===== src/rtl/lsu_pkg.sv =====
`default_nettype none
// ============================================================================
// lsu_pkg : FSM state and funct3 encodings shared by the load/store unit
// rev 1.0
// ============================================================================
package lsu_pkg;

  typedef enum logic [1:0] {
    S_IDLE   = 2'd0,
    S_ACCESS = 2'd1,
    S_DONE   = 2'd2
  } lsu_state_e;

  localparam logic [2:0] F3_B  = 3'b000;
  localparam logic [2:0] F3_H  = 3'b001;
  localparam logic [2:0] F3_W  = 3'b010;
  localparam logic [2:0] F3_BU = 3'b100;
  localparam logic [2:0] F3_HU = 3'b101;

endpackage
`default_nettype wire


===== src/rtl/lsu_fmt.sv =====
`default_nettype none
// ============================================================================
// lsu_fmt : byte enables, store lane replication, load extraction and checks
// rev 1.0
// ============================================================================
module lsu_fmt
  import lsu_pkg::*;
(
  input  logic [2:0]  req_funct3_i,
  input  logic [1:0]  req_off_i,
  input  logic        req_store_i,
  input  logic [31:0] req_wdata_i,
  output logic [3:0]  be_o,
  output logic [31:0] wdata_o,
  output logic        illegal_o,
  output logic        misaligned_o,
  input  logic [2:0]  ld_funct3_i,
  input  logic [1:0]  ld_off_i,
  input  logic [31:0] ld_rdata_i,
  output logic [31:0] ld_data_o
);

  logic [31:0] w_lane;

  always_comb begin
    illegal_o = 1'b0;
    case (req_funct3_i)
      F3_B, F3_H, F3_W: illegal_o = 1'b0;
      F3_BU, F3_HU:     illegal_o = req_store_i;
      default:          illegal_o = 1'b1;
    endcase

    misaligned_o = 1'b0;
    be_o         = 4'b1111;
    wdata_o      = req_wdata_i;
    case (req_funct3_i[1:0])
      2'b00: begin
        be_o    = 4'b0001 << req_off_i;
        wdata_o = {4{req_wdata_i[7:0]}};
      end
      2'b01: begin
        misaligned_o = req_off_i[0];
        be_o         = 4'b0011 << req_off_i;
        wdata_o      = {2{req_wdata_i[15:0]}};
      end
      default: misaligned_o = (req_off_i != 2'b00);
    endcase
  end

  // Word loads are always aligned, so the shifted lane equals the raw word.
  assign w_lane = ld_rdata_i >> {ld_off_i, 3'b000};

  always_comb begin
    ld_data_o = w_lane;
    case (ld_funct3_i)
      F3_B:    ld_data_o = {{24{w_lane[7]}}, w_lane[7:0]};
      F3_BU:   ld_data_o = {24'd0, w_lane[7:0]};
      F3_H:    ld_data_o = {{16{w_lane[15]}}, w_lane[15:0]};
      F3_HU:   ld_data_o = {16'd0, w_lane[15:0]};
      default: ld_data_o = w_lane;
    endcase
  end

endmodule
`default_nettype wire


===== src/rtl/load_store_unit.sv =====
`default_nettype none
// ============================================================================
// load_store_unit : single-outstanding Memory-stage load/store bus master
// rev 1.0
// ============================================================================
module load_store_unit
  import lsu_pkg::*;
#(
  parameter int MEM_LAT_MAX = 16
) (
  input  logic        clk,
  input  logic        rst,
  input  logic        MemReadM,
  input  logic        MemWriteM,
  input  logic [2:0]  funct3M,
  input  logic [31:0] ALUResultM,
  input  logic [31:0] WriteDataM,
  output logic [31:0] ReadDataM,
  output logic        StallM,
  output logic        ErrM,
  output logic        mem_req,
  output logic        mem_we,
  output logic [31:0] mem_addr,
  output logic [3:0]  mem_be,
  output logic [31:0] mem_wdata,
  input  logic        mem_ready,
  input  logic [31:0] mem_rdata
);

  localparam int            CNT_W    = $clog2(MEM_LAT_MAX + 1);
  localparam logic [CNT_W-1:0] CNT_LAST = CNT_W'(MEM_LAT_MAX - 1);

  lsu_state_e        state_q, state_d;
  logic [31:0]       rdata_q, rdata_d;
  logic              req_q, req_d;
  logic              we_q, we_d;
  logic [31:0]       addr_q, addr_d;
  logic [3:0]        be_q, be_d;
  logic [31:0]       wdata_q, wdata_d;
  logic [2:0]        f3_q, f3_d;
  logic [1:0]        off_q, off_d;
  logic [CNT_W-1:0]  cnt_q, cnt_d;
  logic              err_q, err_d;

  logic [3:0]  w_be;
  logic [31:0] w_wdata;
  logic [31:0] w_ld_data;
  logic        w_illegal;
  logic        w_misaligned;
  logic        w_access;

  lsu_fmt u_fmt (
    .req_funct3_i (funct3M),
    .req_off_i    (ALUResultM[1:0]),
    .req_store_i  (MemWriteM),
    .req_wdata_i  (WriteDataM),
    .be_o         (w_be),
    .wdata_o      (w_wdata),
    .illegal_o    (w_illegal),
    .misaligned_o (w_misaligned),
    .ld_funct3_i  (f3_q),
    .ld_off_i     (off_q),
    .ld_rdata_i   (mem_rdata),
    .ld_data_o    (w_ld_data)
  );

  assign w_access = MemReadM | MemWriteM;

  always_comb begin
    state_d = state_q;
    rdata_d = rdata_q;
    req_d   = req_q;
    we_d    = we_q;
    addr_d  = addr_q;
    be_d    = be_q;
    wdata_d = wdata_q;
    f3_d    = f3_q;
    off_d   = off_q;
    cnt_d   = cnt_q;
    err_d   = 1'b0;
    StallM  = 1'b0;
    case (state_q)
      S_IDLE: begin
        if (w_access) begin
          if (w_illegal || w_misaligned) begin
            err_d = 1'b1;
          end else begin
            StallM  = 1'b1;
            req_d   = 1'b1;
            we_d    = MemWriteM;
            addr_d  = {ALUResultM[31:2], 2'b00};
            be_d    = w_be;
            wdata_d = w_wdata;
            f3_d    = funct3M;
            off_d   = ALUResultM[1:0];
            cnt_d   = '0;
            state_d = S_ACCESS;
          end
        end
      end
      S_ACCESS: begin
        StallM = 1'b1;
        if (mem_ready) begin
          if (!we_q) rdata_d = w_ld_data;
          req_d   = 1'b0;
          state_d = S_DONE;
        end else if (cnt_q == CNT_LAST) begin
          err_d   = 1'b1;
          req_d   = 1'b0;
          state_d = S_DONE;
        end else begin
          cnt_d = cnt_q + CNT_W'(1);
        end
      end
      S_DONE:  state_d = S_IDLE;
      default: state_d = S_IDLE;
    endcase
  end

  always_ff @(posedge clk) begin
    if (!rst) begin
      state_q <= S_IDLE;
      rdata_q <= '0;
      req_q   <= 1'b0;
      we_q    <= 1'b0;
      addr_q  <= '0;
      be_q    <= '0;
      wdata_q <= '0;
      f3_q    <= '0;
      off_q   <= '0;
      cnt_q   <= '0;
      err_q   <= 1'b0;
    end else begin
      state_q <= state_d;
      rdata_q <= rdata_d;
      req_q   <= req_d;
      we_q    <= we_d;
      addr_q  <= addr_d;
      be_q    <= be_d;
      wdata_q <= wdata_d;
      f3_q    <= f3_d;
      off_q   <= off_d;
      cnt_q   <= cnt_d;
      err_q   <= err_d;
    end
  end

  assign ReadDataM = rdata_q;
  assign ErrM      = err_q;
  assign mem_req   = req_q;
  assign mem_we    = we_q;
  assign mem_addr  = addr_q;
  assign mem_be    = be_q;
  assign mem_wdata = wdata_q;

endmodule
`default_nettype wire


===== config.mk =====
export PLATFORM = sky130hd
export DESIGN_NAME = load_store_unit
export DESIGN_NICKNAME = d
export VERILOG_FILES = /design/src/rtl/lsu_pkg.sv /design/src/rtl/lsu_fmt.sv /design/src/rtl/load_store_unit.sv
export SDC_FILE = /design/constraint.sdc
export NUM_CORES = 1
export LEC_CHECK = 0
export ABC_AREA = 0
export ABC_CLOCK_PERIOD_IN_PS = 5200
export CAP_MARGIN = 20
export CORE_MARGIN = 4
export CORE_UTILIZATION = 41
export DETAILED_ROUTE_END_ITERATION = 8
export GPL_TIMING_DRIVEN = 0
export PLACE_DENSITY_LB_ADDON = 0.1
export SLEW_MARGIN = 25
export SYNTH_ARGS = -nofsm -noshare
export SYNTH_HDL_FRONTEND = slang
export SYNTH_SLANG_ARGS = --single-unit
export TNS_END_PERCENT = 5

===== constraint.sdc =====
create_clock -name clk -period 5.2 [get_ports clk]
set_input_delay 0.52 -clock clk [delete_from_list [all_inputs] [get_ports clk]]
set_output_delay 0.52 -clock clk [all_outputs]
set_load 0.1 [all_outputs]

Word-level counts from Yosys, hierarchy flattened
Index checks and enable logic that the tools add are counted.
{"block": "word_totals", "reg_bits": 113, "input_bits": 104, "out_inout_bits": 104, "elab_cells": 75}
{"block": "op_classes", "n_addsub": 1, "eq_ne": 15, "shifts": 3, "muxes": 28, "bitwise_logic": 3, "reduce_logical": 14}
{"op": "one-hot mux 32 bit (4 select lines)", "count": 1}
{"op": "one-hot mux 32 bit (2 select lines)", "count": 1}
{"op": ">> shifter 32 x 5 -> 32 bit", "count": 1}
{"op": "two-way mux 5 bit", "count": 4}
{"op": "equality test 3 bit, second input constant", "count": 4}
{"op": "two-way mux 1 bit", "count": 10}
{"op": "one-hot mux 1 bit (2 select lines)", "count": 5}
{"op": "one-hot mux 5 bit (2 select lines)", "count": 1}
{"op": "AND reduction 3 bit", "count": 3}
{"op": "two-way mux 2 bit", "count": 4}
{"op": "!= test 2 bit, second input constant", "count": 4}
{"op": "one-hot mux 4 bit (2 select lines)", "count": 1}
{"op": "equality test 3 x 1 -> 1 bit, second input constant", "count": 2}
{"op": "zero test 3 bit", "count": 2}
{"op": "adder 5 x 1 -> 5 bit, second input constant", "count": 1}
{"op": "equality test 5 x 4 -> 1 bit, second input constant", "count": 1}
{"op": "AND reduction 5 bit", "count": 1}
{"op": "equality test 2 x 1 -> 1 bit, second input constant", "count": 2}
{"op": "zero test 2 bit", "count": 2}
{"op": "one-hot mux 2 bit (2 select lines)", "count": 1}
{"op": "AND reduction 4 bit", "count": 1}
{"op": "nonzero test 2 bit", "count": 2}
{"op": "<< shifter 1 x 2 -> 4 bit, first input constant", "count": 1}
{"op": "<< shifter 2 x 2 -> 4 bit, first input constant", "count": 1}
{"op": "7 further kinds", "count": 8}

Depth between registers and ports, before layout
{"block": "depth", "ltp_word": 7, "ltp_mapped": 7, "ltp_nobuf": 7}

By module
Synthesis repeated with hierarchy kept, for this count alone.
{"block": "hier_totals", "hier_cells": 682, "area_unflattened_um2": 5554.1}
{"module": "load_store_unit", "n_inst": 1, "cells_per_inst": 507, "area_each_um2": 4371.7, "seq_area_each_um2": 2262.2}
{"module": "lsu_fmt", "n_inst": 1, "cells_per_inst": 175, "area_each_um2": 1182.4, "seq_area_each_um2": 0.0}

Least setup slack after synthesis
OpenSTA, ideal clock, no wires.
{"block": "synth_timing", "kind": "input-to-output", "start": "input port ALUResultM[1]", "end": "output port StallM", "arrival_ns": 2.617, "required_ns": 4.680, "slack_ns": 2.063, "path_stages": 6, "path_buffers": 3, "path_cell_list": "or4_1 a2111o_1 clkbuf_1 buf_2 buf_2 nand2_1"}
{"block": "synth_via", "elab_chain_len": 6}
{"element": "start: declaration", "line": "load_store_unit.sv:16", "text": "input logic [31:0] ALUResultM,"}
{"element": "nonzero test 2 bit", "line": "lsu_fmt.sv:46", "text": "default: misaligned_o = (req_off_i != 2'b00);"}
{"element": "one-hot mux 1 bit (2 select lines)", "line": "lsu_fmt.sv:36", "text": "case (req_funct3_i[1:0])"}
{"element": "logical OR 1 bit", "line": "load_store_unit.sv:85", "text": "if (w_illegal || w_misaligned) begin"}
{"element": "two-way mux 1 bit", "line": "load_store_unit.sv:85"}
{"element": "two-way mux 1 bit", "line": "load_store_unit.sv:84", "text": "if (w_access) begin"}
{"element": "one-hot mux 1 bit (2 select lines)", "line": "load_store_unit.sv:82", "text": "case (state_q)"}
{"element": "end: declaration", "line": "load_store_unit.sv:19", "text": "output logic StallM,"}
Every way passes these cells.

Worst setup path after layout
Same ends and word-level chain as after synthesis.

==> flow_summary.toml <==
[floorplan]
coreArea_um2 = 12100
rows = 40
dieArea_um2 = 14200
die-width_um = 119
start_util = 0.420
io_pins = 208
die_h_um = 119

[synthesis]
synth_edf_count = 0
syn_inst = 608
async_flop_share = 0
ys.warnings.count = 0
synth_seq_cells = 113
ys_seq_area_frac = 0.446
synth_cell_type_count = 44
ys.flop_type = "dfxtp_1"
postSynthAreaPerCell_um2 = 8.33
netlist_area_um2 = 5070

[status]
run_status = "complete, no violations"

[setup_path]
path_cells = "clkdlybuf4s50_1 > or4_1 > a2111o_1 > clkbuf_1 > buf_2 > buf_2 > nand2_1 > clkdlybuf4s50_1"
crit_buf_inv = 5
worstPathMaxFanout = 10
cpPeakStageDelay_ns = 1.12
critPathSlowestCell = "clkdlybuf4s50_1"
startpoint = "ALUResultM[1]"
worstPathArrival_ns = 4.04
worstPathRequired_ns = 4.68
startpoint_type = "primary input"
cp_top_family = "buffers and inverters"
r2r_start = "state_q[1]$_SDFFE_PN0P_"
endpoint_kind = "primary output"
crit_type = "primary input to primary output"

[grt]
grt_pass1_wl_mm = 28.1
first_global_vias = 5372
grt_max_degree = 17
grt_overflow_total = 0
antenna_found_initial = 0
track_usage = 0.249

[timing]
finalCritPeriodShare = 0.878
timing.final.hold_violations = 0
fin_crit_ns = 4.56
finalSetupTns_ns = 0
slew_violations = 0
worst_clock_skew_ns = 0.00572
rsz0062_at_grt = "false"
worst_slew_pin_slew_ns = 1.03
finalSetupViolCount = 0
fmax_mhz = 219
slew_headroom = 0.309

[place]
dpl.cell_count = 981
gp_congestion = 0.868
port_buffers = 204
hpwl_mm = 13.5

[cells_and_area]
area_delta_synth_final_pct = 56.8
nNetsFinal = 938
drive_gt1_frac = 0.0639
n_antenna_cell = 0
final_common_cell = "clkdlybuf4s50_1"
final_cells = 1013
fillerInstances = 1041
mostFrequentLayoutCells = "clkdlybuf4s50_1, nand2_1, dfxtp_1, nand3_1"

[routing]
routedWlPerCell_um = 17.3
via_per_inst = 5.32
drc_errors = 0
drt_iter0_drc = 393
ant_nets = 0
dr.pass1.iters = 5
drt-total-wl_mm = 17.6
vias = 5391

[clock_tree]
ctsHoldBuffers = 0
cts_buffers = 17
cts_resized = 0
path_clk_slew_ns = 0.05
postCtsSetupBuffers = 0
clock_path_buffers = 2
h-tree-depth = 4
cts_tree = "done"
cts_root_buf = "clkbuf_16"
cts.sinks = 113
worstSkewPairLatency_ns = 0.41

[power_and_ir_drop]
leakagePower_uw = 0.00330
power_density_nw_per_um2 = 376
max-vdd-ir-drop_mv = 0.292

[min_path]
hold_path_class = "flop to flop"
min-delay-start = "mem_addr[24]$_SDFFE_PN0P_"

[flow_run]
cap_violations = 0
final timing paths:
check,end,slack [ns],cells after the start
min reg2reg,mem_addr[24]$_SDFFE_PN0P_,0.45,2
min,mem_addr[24]$_SDFFE_PN0P_,0.45,2
max reg2reg,ReadDataM[17]$_SDFFE_PN0P_,2.79,5
max,StallM,0.64,8
flip-flops by register name (all words and copies together), names as in the netlist:
signal and flops:
f3_q 3, ErrM 1, off_q 2, mem_wdata 32
mem_be 4, mem_addr 30, state_q 2, mem_we 1
mem_req 1, ReadDataM 32, cnt_q 5
metal layers:
| layer | global-route usage | part of all wire | vias up |
|---|---|---|---|
| li1 | - | - | 2609 |
| met1 | 0.302 | 0.42 | 2543 |
| met2 | 0.396 | 0.47 | 206 |
| met3 | 0.0921 | 0.085 | 33 |
| met4 | 0.109 | 0.027 | 0 |
| met5 | 0 | 0 | - |
layout make-up:
| class | instances | area, µm² | area share |
|---|---|---|---|
| Sequential cell | 113 | 2260 | 0.285 |
| Buffer | 55 | 233 | 0.0293 |
| Tap cell | 168 | 210 | 0.0265 |
| Clock buffer | 21 | 460 | 0.0580 |
| Multi-Input combinational cell | 437 | 2560 | 0.322 |
| Inverter | 4 | 15.0 | 0.00189 |
| Timing Repair Buffer | 204 | 2040 | 0.257 |
| Clock inverter | 11 | 160 | 0.0202 |
report_power, final:
group          switching [µW]  internal [µW]  leakage [µW]
Clock                     408            822      0.000303
Combinational             572            230       0.00207
Sequential               31.0            922      0.000922
worst reg2reg max path, stage by stage, from the launching register on:
cell      delay (ns)
dfxtp_1         0.39
nand2b_1        0.23
nor3b_1         0.69
o31a_1          0.44
clkbuf_1        0.38
a21oi_1         0.15
logic make-up after synthesis:
kind of cell	share of synthesized area
simple gates	0.232
flops	0.446
xor+xnor	0.00346
fa+ha+maj	0.00494
other cells	0.000740
mux	0.0854
buf+inv	0.0489
compound gates	0.179
cells in the mapped netlist (2+ instances only):
library cell / instances / share of area
clkbuf_1: 37 / 0.027
nand4_1: 2 / 0.0025
a21boi_0: 10 / 0.015
o211ai_1: 10 / 0.015
nor3b_1: 2 / 0.0030
buf_2: 9 / 0.0089
nor2_1: 10 / 0.0074
buf_1: 5 / 0.0037
xor2_1: 2 / 0.0035
inv_1: 3 / 0.0022
nand2b_1: 2 / 0.0025
mux2_2: 8 / 0.018
dfxtp_1: 113 / 0.45
nand3_1: 106 / 0.10
nor2b_1: 6 / 0.0074
o211a_1: 18 / 0.036
ha_1: 2 / 0.0049
buf_4: 4 / 0.0059
a21oi_1: 28 / 0.028
o21ai_0: 39 / 0.039
mux2i_1: 32 / 0.063
o2111ai_1: 8 / 0.014
and3_1: 3 / 0.0037
o2bb2ai_1: 7 / 0.012
nand2_1: 123 / 0.091
per-stage QoR:
stage	util	hold WS, ns	power, µW	setup WS [ns]	instance area [µm²]
2_1_floorplan	-	0.443	1520	2.06	5070
3_3_place_gp	0.607	0.435	1760	0.664	7320
3_5_place_dp	0.607	0.442	1770	0.627	7320
4_1_cts	0.659	0.447	2990	0.628	7940
5_1_grt	0.659	0.466	3080	0.506	7940
6_report	0.659	0.446	2980	0.635	7940
(Power assumes the default switching activity.)
